===== config.mk =====
export PLATFORM = sky130hd
export DESIGN_NAME = dmem_access_ctrl_flat
export DESIGN_NICKNAME = d
export VERILOG_FILES = /design/src/rtl/dmem_pkg.sv /design/src/rtl/dmem_access_ctrl_if.sv /design/src/rtl/dmem_lane_align.sv /design/src/rtl/dmem_access_ctrl.sv /design/src/flat_wrapper.sv
export SDC_FILE = /design/constraint.sdc
export NUM_CORES = 1
export LEC_CHECK = 0
export ABC_AREA = 0
export CAP_MARGIN = 40
export CORE_AREA = 2 2 193 195
export DETAILED_ROUTE_END_ITERATION = 6
export DIE_AREA = 0 0 195 197
export PLACE_DENSITY = 0.48
export REMOVE_ABC_BUFFERS = 1
export SKIP_LAST_GASP = 1
export SLEW_MARGIN = 30
export SYNTH_ARGS = -nofsm -noshare
export SYNTH_HDL_FRONTEND = slang
export SYNTH_HIERARCHICAL = 1
export SYNTH_SLANG_ARGS = --single-unit

===== constraint.sdc =====
create_clock -name clk_in -period 5.6 [get_ports clk_in]
set_input_delay 1.12 -clock clk_in [delete_from_list [all_inputs] [get_ports clk_in]]
set_output_delay 1.12 -clock clk_in [all_outputs]
set_load 0.005 [all_outputs]

===== src/rtl/dmem_pkg.sv =====
// dmem_pkg: shared types and constants
// for the data-memory access controller.
package dmem_pkg;

  typedef enum logic [1:0] {
    IDLE,
    BEAT0,
    BEAT1,
    RESP
  } dmem_state_t;

  localparam logic [1:0] SZ_B = 2'b00;
  localparam logic [1:0] SZ_H = 2'b01;
  localparam logic [1:0] SZ_W = 2'b10;

  localparam logic [3:0] BM_B = 4'b0001;
  localparam logic [3:0] BM_H = 4'b0011;
  localparam logic [3:0] BM_W = 4'b1111;

endpackage


===== src/rtl/dmem_access_ctrl_if.sv =====
// dmem_access_ctrl_if: single-port data-memory bus.
// master = access controller, slave = memory.
interface dmem_access_ctrl_if;

  logic        mem_req_out;
  logic        mem_we_out;
  logic [31:0] mem_addr_out;
  logic [3:0]  mem_wmask_out;
  logic [31:0] mem_wdata_out;
  logic        mem_ack_in;
  logic [31:0] mem_rdata_in;

  modport master (
    output mem_req_out,
    output mem_we_out,
    output mem_addr_out,
    output mem_wmask_out,
    output mem_wdata_out,
    input  mem_ack_in,
    input  mem_rdata_in
  );

  modport slave (
    input  mem_req_out,
    input  mem_we_out,
    input  mem_addr_out,
    input  mem_wmask_out,
    input  mem_wdata_out,
    output mem_ack_in,
    output mem_rdata_in
  );

endinterface


===== src/rtl/dmem_lane_align.sv =====
// dmem_lane_align: byte-lane mask/data shift for stores,
// extract and sign/zero extend for loads.
module dmem_lane_align
  import dmem_pkg::*;
(
  input  logic [1:0]  size,
  input  logic [1:0]  offset,
  input  logic [31:0] wdata,
  input  logic [63:0] rbuf,
  input  logic        is_unsigned,
  output logic [7:0]  mask,
  output logic [63:0] data,
  output logic [31:0] rdata
);

  logic [3:0]  base;
  logic [31:0] sh;
  logic [4:0]  bits;

  assign bits = {offset, 3'b000};

  // store side: base mask by size, then shift both to lane
  always_comb begin
    base = BM_W;
    unique case (1'b1)
      size == SZ_B: base = BM_B;
      size == SZ_H: base = BM_H;
      default:      base = BM_W;
    endcase
    mask = {4'b0000, base} << offset;
    data = {32'b0, wdata} << bits;
  end

  // load side: right-align buffer, truncate, extend
  always_comb begin
    sh = 32'(rbuf >> bits);
    rdata = sh;
    unique case (1'b1)
      size == SZ_B:
        rdata = {{24{~is_unsigned & sh[7]}}, sh[7:0]};
      size == SZ_H:
        rdata = {{16{~is_unsigned & sh[15]}}, sh[15:0]};
      default:
        rdata = sh;
    endcase
  end

endmodule


===== src/rtl/dmem_access_ctrl.sv =====
// dmem_access_ctrl: sequences RV32I loads/stores onto the
// data-memory bus, splitting word-crossing accesses.
module dmem_access_ctrl
  import dmem_pkg::*;
#(
  parameter int unsigned TIMEOUT = 255
) (
  input  logic        clk_in,
  input  logic        reset_in,
  input  logic        acc_valid_in,
  output logic        acc_ready_out,
  input  logic        acc_we_in,
  input  logic [1:0]  acc_size_in,
  input  logic        acc_unsigned_in,
  input  logic [31:0] acc_addr_in,
  input  logic [31:0] acc_wdata_in,
  output logic        stall_out,
  output logic        resp_valid_out,
  output logic [31:0] resp_rdata_out,
  output logic        resp_err_out,
  dmem_access_ctrl_if.master mem
);

  localparam logic [7:0] TMO_LAST = 8'(TIMEOUT - 1);

  dmem_state_t state, nxt;

  logic        we_q;
  logic [1:0]  size_q;
  logic        uns_q;
  logic [31:0] addr_q;
  logic [31:0] wdata_q;
  logic [63:0] rbuf_q;
  logic        err_q;
  logic [7:0]  cnt_q;

  logic [7:0]  mask;
  logic [63:0] data;
  logic [31:0] ext;
  logic        split;
  logic        accept;
  logic        beat;
  logic        hi;
  logic        ack;
  logic        tmo;
  logic        set_err;

  dmem_lane_align u_align (
    .size        (size_q),
    .offset      (addr_q[1:0]),
    .wdata       (wdata_q),
    .rbuf        (rbuf_q),
    .is_unsigned (uns_q),
    .mask        (mask),
    .data        (data),
    .rdata       (ext)
  );

  assign split  = |mask[7:4];
  assign accept = acc_valid_in & (state == IDLE);
  assign beat   = (state == BEAT0) | (state == BEAT1);
  assign hi     = (state == BEAT1);
  assign ack    = beat & mem.mem_ack_in;
  assign tmo    = (cnt_q == TMO_LAST);

  // next-state decode; timeout only counts when no ack
  always_comb begin
    nxt     = state;
    set_err = 1'b0;
    unique case (state)
      IDLE:
        if (acc_valid_in) nxt = BEAT0;
      BEAT0:
        if (ack) begin
          nxt = split ? BEAT1 : RESP;
        end else if (tmo) begin
          nxt     = RESP;
          set_err = 1'b1;
        end
      BEAT1:
        if (ack) begin
          nxt = RESP;
        end else if (tmo) begin
          nxt     = RESP;
          set_err = 1'b1;
        end
      RESP:
        nxt = IDLE;
    endcase
  end

  // state, wait counter, capture and load buffer
  always_ff @(posedge clk_in or posedge reset_in) begin
    if (reset_in) begin
      state   <= IDLE;
      we_q    <= 1'b0;
      size_q  <= 2'b00;
      uns_q   <= 1'b0;
      addr_q  <= '0;
      wdata_q <= '0;
      rbuf_q  <= '0;
      err_q   <= 1'b0;
      cnt_q   <= '0;
    end else begin
      state <= nxt;
      if (state != nxt) cnt_q <= '0;
      else if (beat) cnt_q <= cnt_q + 8'd1;
      if (accept) begin
        we_q    <= acc_we_in;
        size_q  <= acc_size_in;
        uns_q   <= acc_unsigned_in;
        addr_q  <= acc_addr_in;
        wdata_q <= acc_wdata_in;
        rbuf_q  <= '0;
        err_q   <= 1'b0;
      end
      if (ack && !hi) rbuf_q[31:0]  <= mem.mem_rdata_in;
      if (ack && hi)  rbuf_q[63:32] <= mem.mem_rdata_in;
      if (set_err) err_q <= 1'b1;
    end
  end

  assign mem.mem_req_out = beat;
  assign mem.mem_we_out  = beat & we_q;
  assign mem.mem_addr_out = beat ?
    ({addr_q[31:2], 2'b00} + (hi ? 32'd4 : 32'd0)) : 32'd0;
  assign mem.mem_wmask_out = (beat & we_q) ?
    (hi ? mask[7:4] : mask[3:0]) : 4'b0000;
  assign mem.mem_wdata_out = (beat & we_q) ?
    (hi ? data[63:32] : data[31:0]) : 32'd0;

  assign acc_ready_out  = (state == IDLE);
  assign stall_out      = ~acc_ready_out | (acc_valid_in & acc_ready_out);
  assign resp_valid_out = (state == RESP);
  assign resp_err_out   = (state == RESP) & err_q;
  assign resp_rdata_out = ((state == RESP) & ~err_q & ~we_q) ?
    ext : 32'd0;

endmodule


===== src/flat_wrapper.sv =====
// flat-port wrapper written by rule: the top's interface ports become plain ports
module dmem_access_ctrl_flat import dmem_pkg::*;
#(
  parameter int unsigned TIMEOUT = 255
)
  (clk_in, reset_in, acc_valid_in, acc_ready_out, acc_we_in, acc_size_in, acc_unsigned_in, acc_addr_in, acc_wdata_in, stall_out, resp_valid_out, resp_rdata_out, resp_err_out, mem_mem_req_out, mem_mem_we_out, mem_mem_addr_out, mem_mem_wmask_out, mem_mem_wdata_out, mem_mem_ack_in, mem_mem_rdata_in);
  dmem_access_ctrl_if mem_i ();
  input  logic clk_in;
  input  logic reset_in;
  input  logic acc_valid_in;
  output logic acc_ready_out;
  input  logic acc_we_in;
  input  logic [1:0] acc_size_in;
  input  logic acc_unsigned_in;
  input  logic [31:0] acc_addr_in;
  input  logic [31:0] acc_wdata_in;
  output logic stall_out;
  output logic resp_valid_out;
  output logic [31:0] resp_rdata_out;
  output logic resp_err_out;
  output wire logic [$bits(mem_i.mem_req_out)-1:0] mem_mem_req_out;
  output wire logic [$bits(mem_i.mem_we_out)-1:0] mem_mem_we_out;
  output wire logic [$bits(mem_i.mem_addr_out)-1:0] mem_mem_addr_out;
  output wire logic [$bits(mem_i.mem_wmask_out)-1:0] mem_mem_wmask_out;
  output wire logic [$bits(mem_i.mem_wdata_out)-1:0] mem_mem_wdata_out;
  input wire logic [$bits(mem_i.mem_ack_in)-1:0] mem_mem_ack_in;
  input wire logic [$bits(mem_i.mem_rdata_in)-1:0] mem_mem_rdata_in;
  assign mem_mem_req_out = mem_i.mem_req_out;
  assign mem_mem_we_out = mem_i.mem_we_out;
  assign mem_mem_addr_out = mem_i.mem_addr_out;
  assign mem_mem_wmask_out = mem_i.mem_wmask_out;
  assign mem_mem_wdata_out = mem_i.mem_wdata_out;
  assign mem_i.mem_ack_in = mem_mem_ack_in;
  assign mem_i.mem_rdata_in = mem_mem_rdata_in;
  dmem_access_ctrl #(.TIMEOUT(TIMEOUT)) u_core (.clk_in(clk_in), .reset_in(reset_in), .acc_valid_in(acc_valid_in), .acc_ready_out(acc_ready_out), .acc_we_in(acc_we_in), .acc_size_in(acc_size_in), .acc_unsigned_in(acc_unsigned_in), .acc_addr_in(acc_addr_in), .acc_wdata_in(acc_wdata_in), .stall_out(stall_out), .resp_valid_out(resp_valid_out), .resp_rdata_out(resp_rdata_out), .resp_err_out(resp_err_out), .mem(mem_i));
endmodule

== After elaboration in Yosys (flattened, before gate mapping) ==
Index checks and enable logic that the tools add are counted.
W data, S select, Z words.

* Bits in registers: 143
* Bits in latches: 0
* Bits in writable memories: 0
* Memory bits (read-only): 0
* Input port bits: 104
* Output and inout bits: 106
* Memories kept: 0

* $add $sub $neg: 2
* $mul: 0
* Divide/modulo/power cells: 0
* $lt $le $gt $ge: 0
* Eq/ne operators: 6
* Shift-type cells: 3
* Muxes and demuxes: 25
* Bitwise gates (word level): 14
* Reductions and logical operators: 11

{| class="wikitable"
|+ Operators by type and width
! cell !! number
|-
| $mux W32 || 6
|-
| $mux W64 || 1
|-
| $pmux W32 S2 || 1
|-
| $shl A32 B5 Y64 || 1
|-
| $shr A64 B5 Y32 || 1
|-
| $add A32 B32 Y32 || 1
|-
| $mux W8 || 2
|-
| $add A8 B1 Y8 const B || 1
|-
| $and A1 B1 Y1 || 8
|-
| $eq A8 B8 Y1 const B || 1
|-
| $mux W2 || 4
|-
| $mux W4 || 2
|-
| $pmux W2 S4 || 1
|-
| $pmux W4 S2 || 1
|-
| $reduce_bool A2 Y1 || 4
|-
| $shl A4 B2 Y8 || 1
|-
| $mux W1 || 6
|-
| $eq A2 B1 Y1 const B || 2
|-
| $eq A2 B2 Y1 const B || 2
|-
| $logic_not A2 Y1 || 2
|-
| $not A1 Y1 || 4
|-
| $reduce_or A4 Y1 || 1
|-
| $mux W3 || 1
|-
| $logic_and A1 B1 Y1 || 2
|-
| other kinds (4) || 5
|}

== Longest topological paths before layout ==
* Depth in word-level cells: 9
* Gate-level depth with buffers: 10
* Gate-level depth less buffers: 8

== By module ==
The synthesis kept the hierarchy.

{| class="wikitable"
|+ By module, submodules not included
! module !! instances !! cells an instance !! area an instance (um^2)
|-
| dmem_access_ctrl || 1 || 742 || 7278.2
|-
| dmem_lane_align || 1 || 242 || 2038.2
|}

== Worst setup path before layout ==
Ideal clock, no wire load.

* Kind: reg-to-output
* Start: register u_core.state[0]
* End: output port mem_mem_addr_out[20]
* Arrival time: 2223 ps
* Data required time: 4480 ps
* Setup slack: 2257 ps
* Cell stages (with the launch flop): 11
* Buffers on the path: 2
* Cells stage by stage: dfrtp_1 > inv_1 > ha_1 > ha_1 > ha_1 > and3_1 > buf_2 > nand4_4 > buf_4 > or3_1 > a21oi_1

* Longest elaborated chain between the ends: 4

{| class="wikitable"
|+ Ends and longest elaborated chain
! item !! line !! source
|-
| start, declared || dmem_access_ctrl.sv:26 || <nowiki>dmem_state_t state, nxt;</nowiki>
|-
| start signal, assigned || dmem_access_ctrl.sv:105 || <nowiki>state <= nxt;</nowiki>
|-
| $eq A2 B2 Y1 || dmem_access_ctrl.sv:61, dmem_access_ctrl.sv:62 ||
|-
| $mux W3 || dmem_access_ctrl.sv:126 || <nowiki>({addr_q[31:2], 2'b00} + (hi ? 32'd4 : 32'd0)) : 32'd0;</nowiki>
|-
| $add A32 B32 Y32 || dmem_access_ctrl.sv:126 ||
|-
| $mux W32 (*) || dmem_access_ctrl.sv:125 || <nowiki>assign mem.mem_addr_out = beat ?</nowiki>
|-
| end, declared || flat_wrapper.sv:23 || <nowiki>output wire logic [$bits(mem_i.mem_addr_out)-1:0] mem_mem_addr_out;</nowiki>
|}

Mark *: on every way between the ends. The rest lies on a longest branch, timed or not.

== Final worst setup path ==
* Start: register u_core.state[0]
* End: output port mem_mem_addr_out[30]

Same word-level chain as after synthesis.

==> results.md <==
- Placer Congestion: 0.742
- Sink Count: 135
- Area grow syn2layout: 33.7%
- DRT Pass-1 Iters: 5
- Met3 usage: 3.75%
- Leading cell type in the layout, fill and taps excluded: clkdlybuf4s50_1
- Initial antenna violation count: 0
- GR Util met2: 24.0%
- Static leakage: 5.00 nW
- WS Path Type: reg2out
- Worst Path Max Fanout: 15
- Global Route Usage Sum: 14.7%
- Vias in the first global route: 7637
- RSZ-0062 raised after global routing: false
- Final ANT Viol Nets: 0
- Filler cells: 3773
- Largest net degree at the start of global routing: 80
- Cts repair resizes: 0
- Initial DRC count: 385
- CTS root buf: clkbuf_16
- Crit share post-route: 82.7%
- Most frequent cells in the layout: clkdlybuf4s50_1, nand2_1, dfrtp_1, mux2_2, nor2_1
- Clock slew at reported path FFs: 60 ps
- Starting Density: 24.9%
- Clock Path Buffers: 2
- Final std cells w/o fill: 1597
- CP Launch Type: flip-flop
- Actual slew at the worst max-slew pin: 737 ps
- Outcome: finished clean
- Syn Inst Count: 952
- Hpwl dp: 19200 microns
- Setup Fix Bufs, Post-CTS: 0
- Hold/Removal Path Class: reg2reg
- Row cnt: 70
- Setup ws final: 968 ps
- Layout cells sized above 1: 15.6%
- Maximum VDD drop: 0.000228 V
- Met1 Use GR: 19.7%
- Pins Over Slew Limit: 0
- CTS tree: built
- Port Buffers: 207
- Final Skew: 10.7 ps
- Final net count: 1229
- Antenna diode count: 0
- Final TNS setup: 0 ps
- Crit path DAT: 3510 ps
- Overflow after GRT: 0
- Busiest layer in global routing: met2
- Max-slew headroom: 50.7%
- Die area: 38400 sq um
- DR vias: 7545
- Cell depth of the worst hold path: 2
- Num ports: 210
- TritonCTS Buffers: 17
- R2R depth: 6
- Routed wire per std cell: 17.5 microns
- Average size of a mapped cell: 9.47 sq um
- WP data required: 4480 ps
- First-pass GRT wire length: 44100 microns
- Vias per inst: 4.72
- Die Wd: 195 microns
- Ys Warns: 6
- Pwr Density: 531 nW/um^2
- Crit. End Element: output pin
- Maxcap violations: 0
- Tmin final: 4630 ps
- Total power: 0.00640 W
- H-tree Lvls: 4
- Dpl cells: 1564
- Total core area: 36300 sq um
- Worst slack, placed: 1450 ps
- # DRC: 0
- Final Hold Fails: 0
- Clk Latency, worst-skew pair: 440 ps
- Final Setup Violations: 0
- Die H: 197 microns
- Fmax: 0.216 GHz
- Cts hold-fix bufs: 0
- Area of the mapped netlist: 9020 sq um
- Total wire length: 28000 microns
-- worst max-delay path: stages (launching register included) --
cell,delay (ps)
dfrtp_1,440
inv_1,180
ha_2,210
ha_1,180
ha_1,190
and3_1,330
nand4_4,280
or4_1,580
a21oi_1,160
clkdlybuf4s50_1,530
-- metal layers --
metal | vias up | routed length (microns)
li1 | 3647 | -
met1 | 3718 | 13200
met2 | 156 | 13100
met3 | 24 | 1250
met4 | 0 | 342
met5 | - | 0
-- flip-flops by register name, summed over array words and instances, names as in the netlist --
| signal | flops |
|---|---|
| u_core/wdata_q | 32 |
| u_core/addr_q | 32 |
| u_core/size_q | 2 |
| u_core/err_q | 1 |
| u_core/cnt_q | 8 |
| u_core/uns_q | 1 |
| u_core/we_q | 1 |
| u_core/state | 2 |
| u_core/rbuf_q | 56 |
-- worst paths after layout --
kind,slack (ps),end,startpoint
worst max-delay path,970,mem_mem_addr_out[30],u_core/state[0]
worst min-delay path,500,u_core/rbuf_q[52],u_core/rbuf_q[52]
worst max register to register,2890,u_core/cnt_q[0],u_core/addr_q[1]
worst min register to register,500,u_core/rbuf_q[52],u_core/rbuf_q[52]
max in group asynchronous,3530,u_core/addr_q[20],reset_in
min in group asynchronous,1020,u_core/addr_q[10],reset_in
-- power breakdown --
part,switching (W),leakage (nW),internal (W)
Combinational,0.00155,3.04,0.00174
Sequential,0.000577,1.69,0.00138
Clock,0.000485,0.271,0.000669
-- metrics by stage --
step	utilization, %	cell area [sq um]	hold slack, ps
6_report	33.2	12100	498
5_1_grt	33.2	12100	525
4_1_cts	33.2	12000	498
3_5_place_dp	31.6	11500	481
3_3_place_gp	31.5	11400	481
2_1_floorplan	-	8620	461
-- area by class of cell --
class / count / area [sq um] / share of cell area [%]
multi-input cells: 727 / 5210 / 43.3
flip-flops and latches: 135 / 3390 / 28.1
repair buffers: 224 / 2230 / 18.5
well taps: 468 / 586 / 4.86
clock buffers: 18 / 439 / 3.64
clock inverters: 14 / 150 / 1.25
inverters: 11 / 46.3 / 0.384
(Power assumes the default switching activity.)
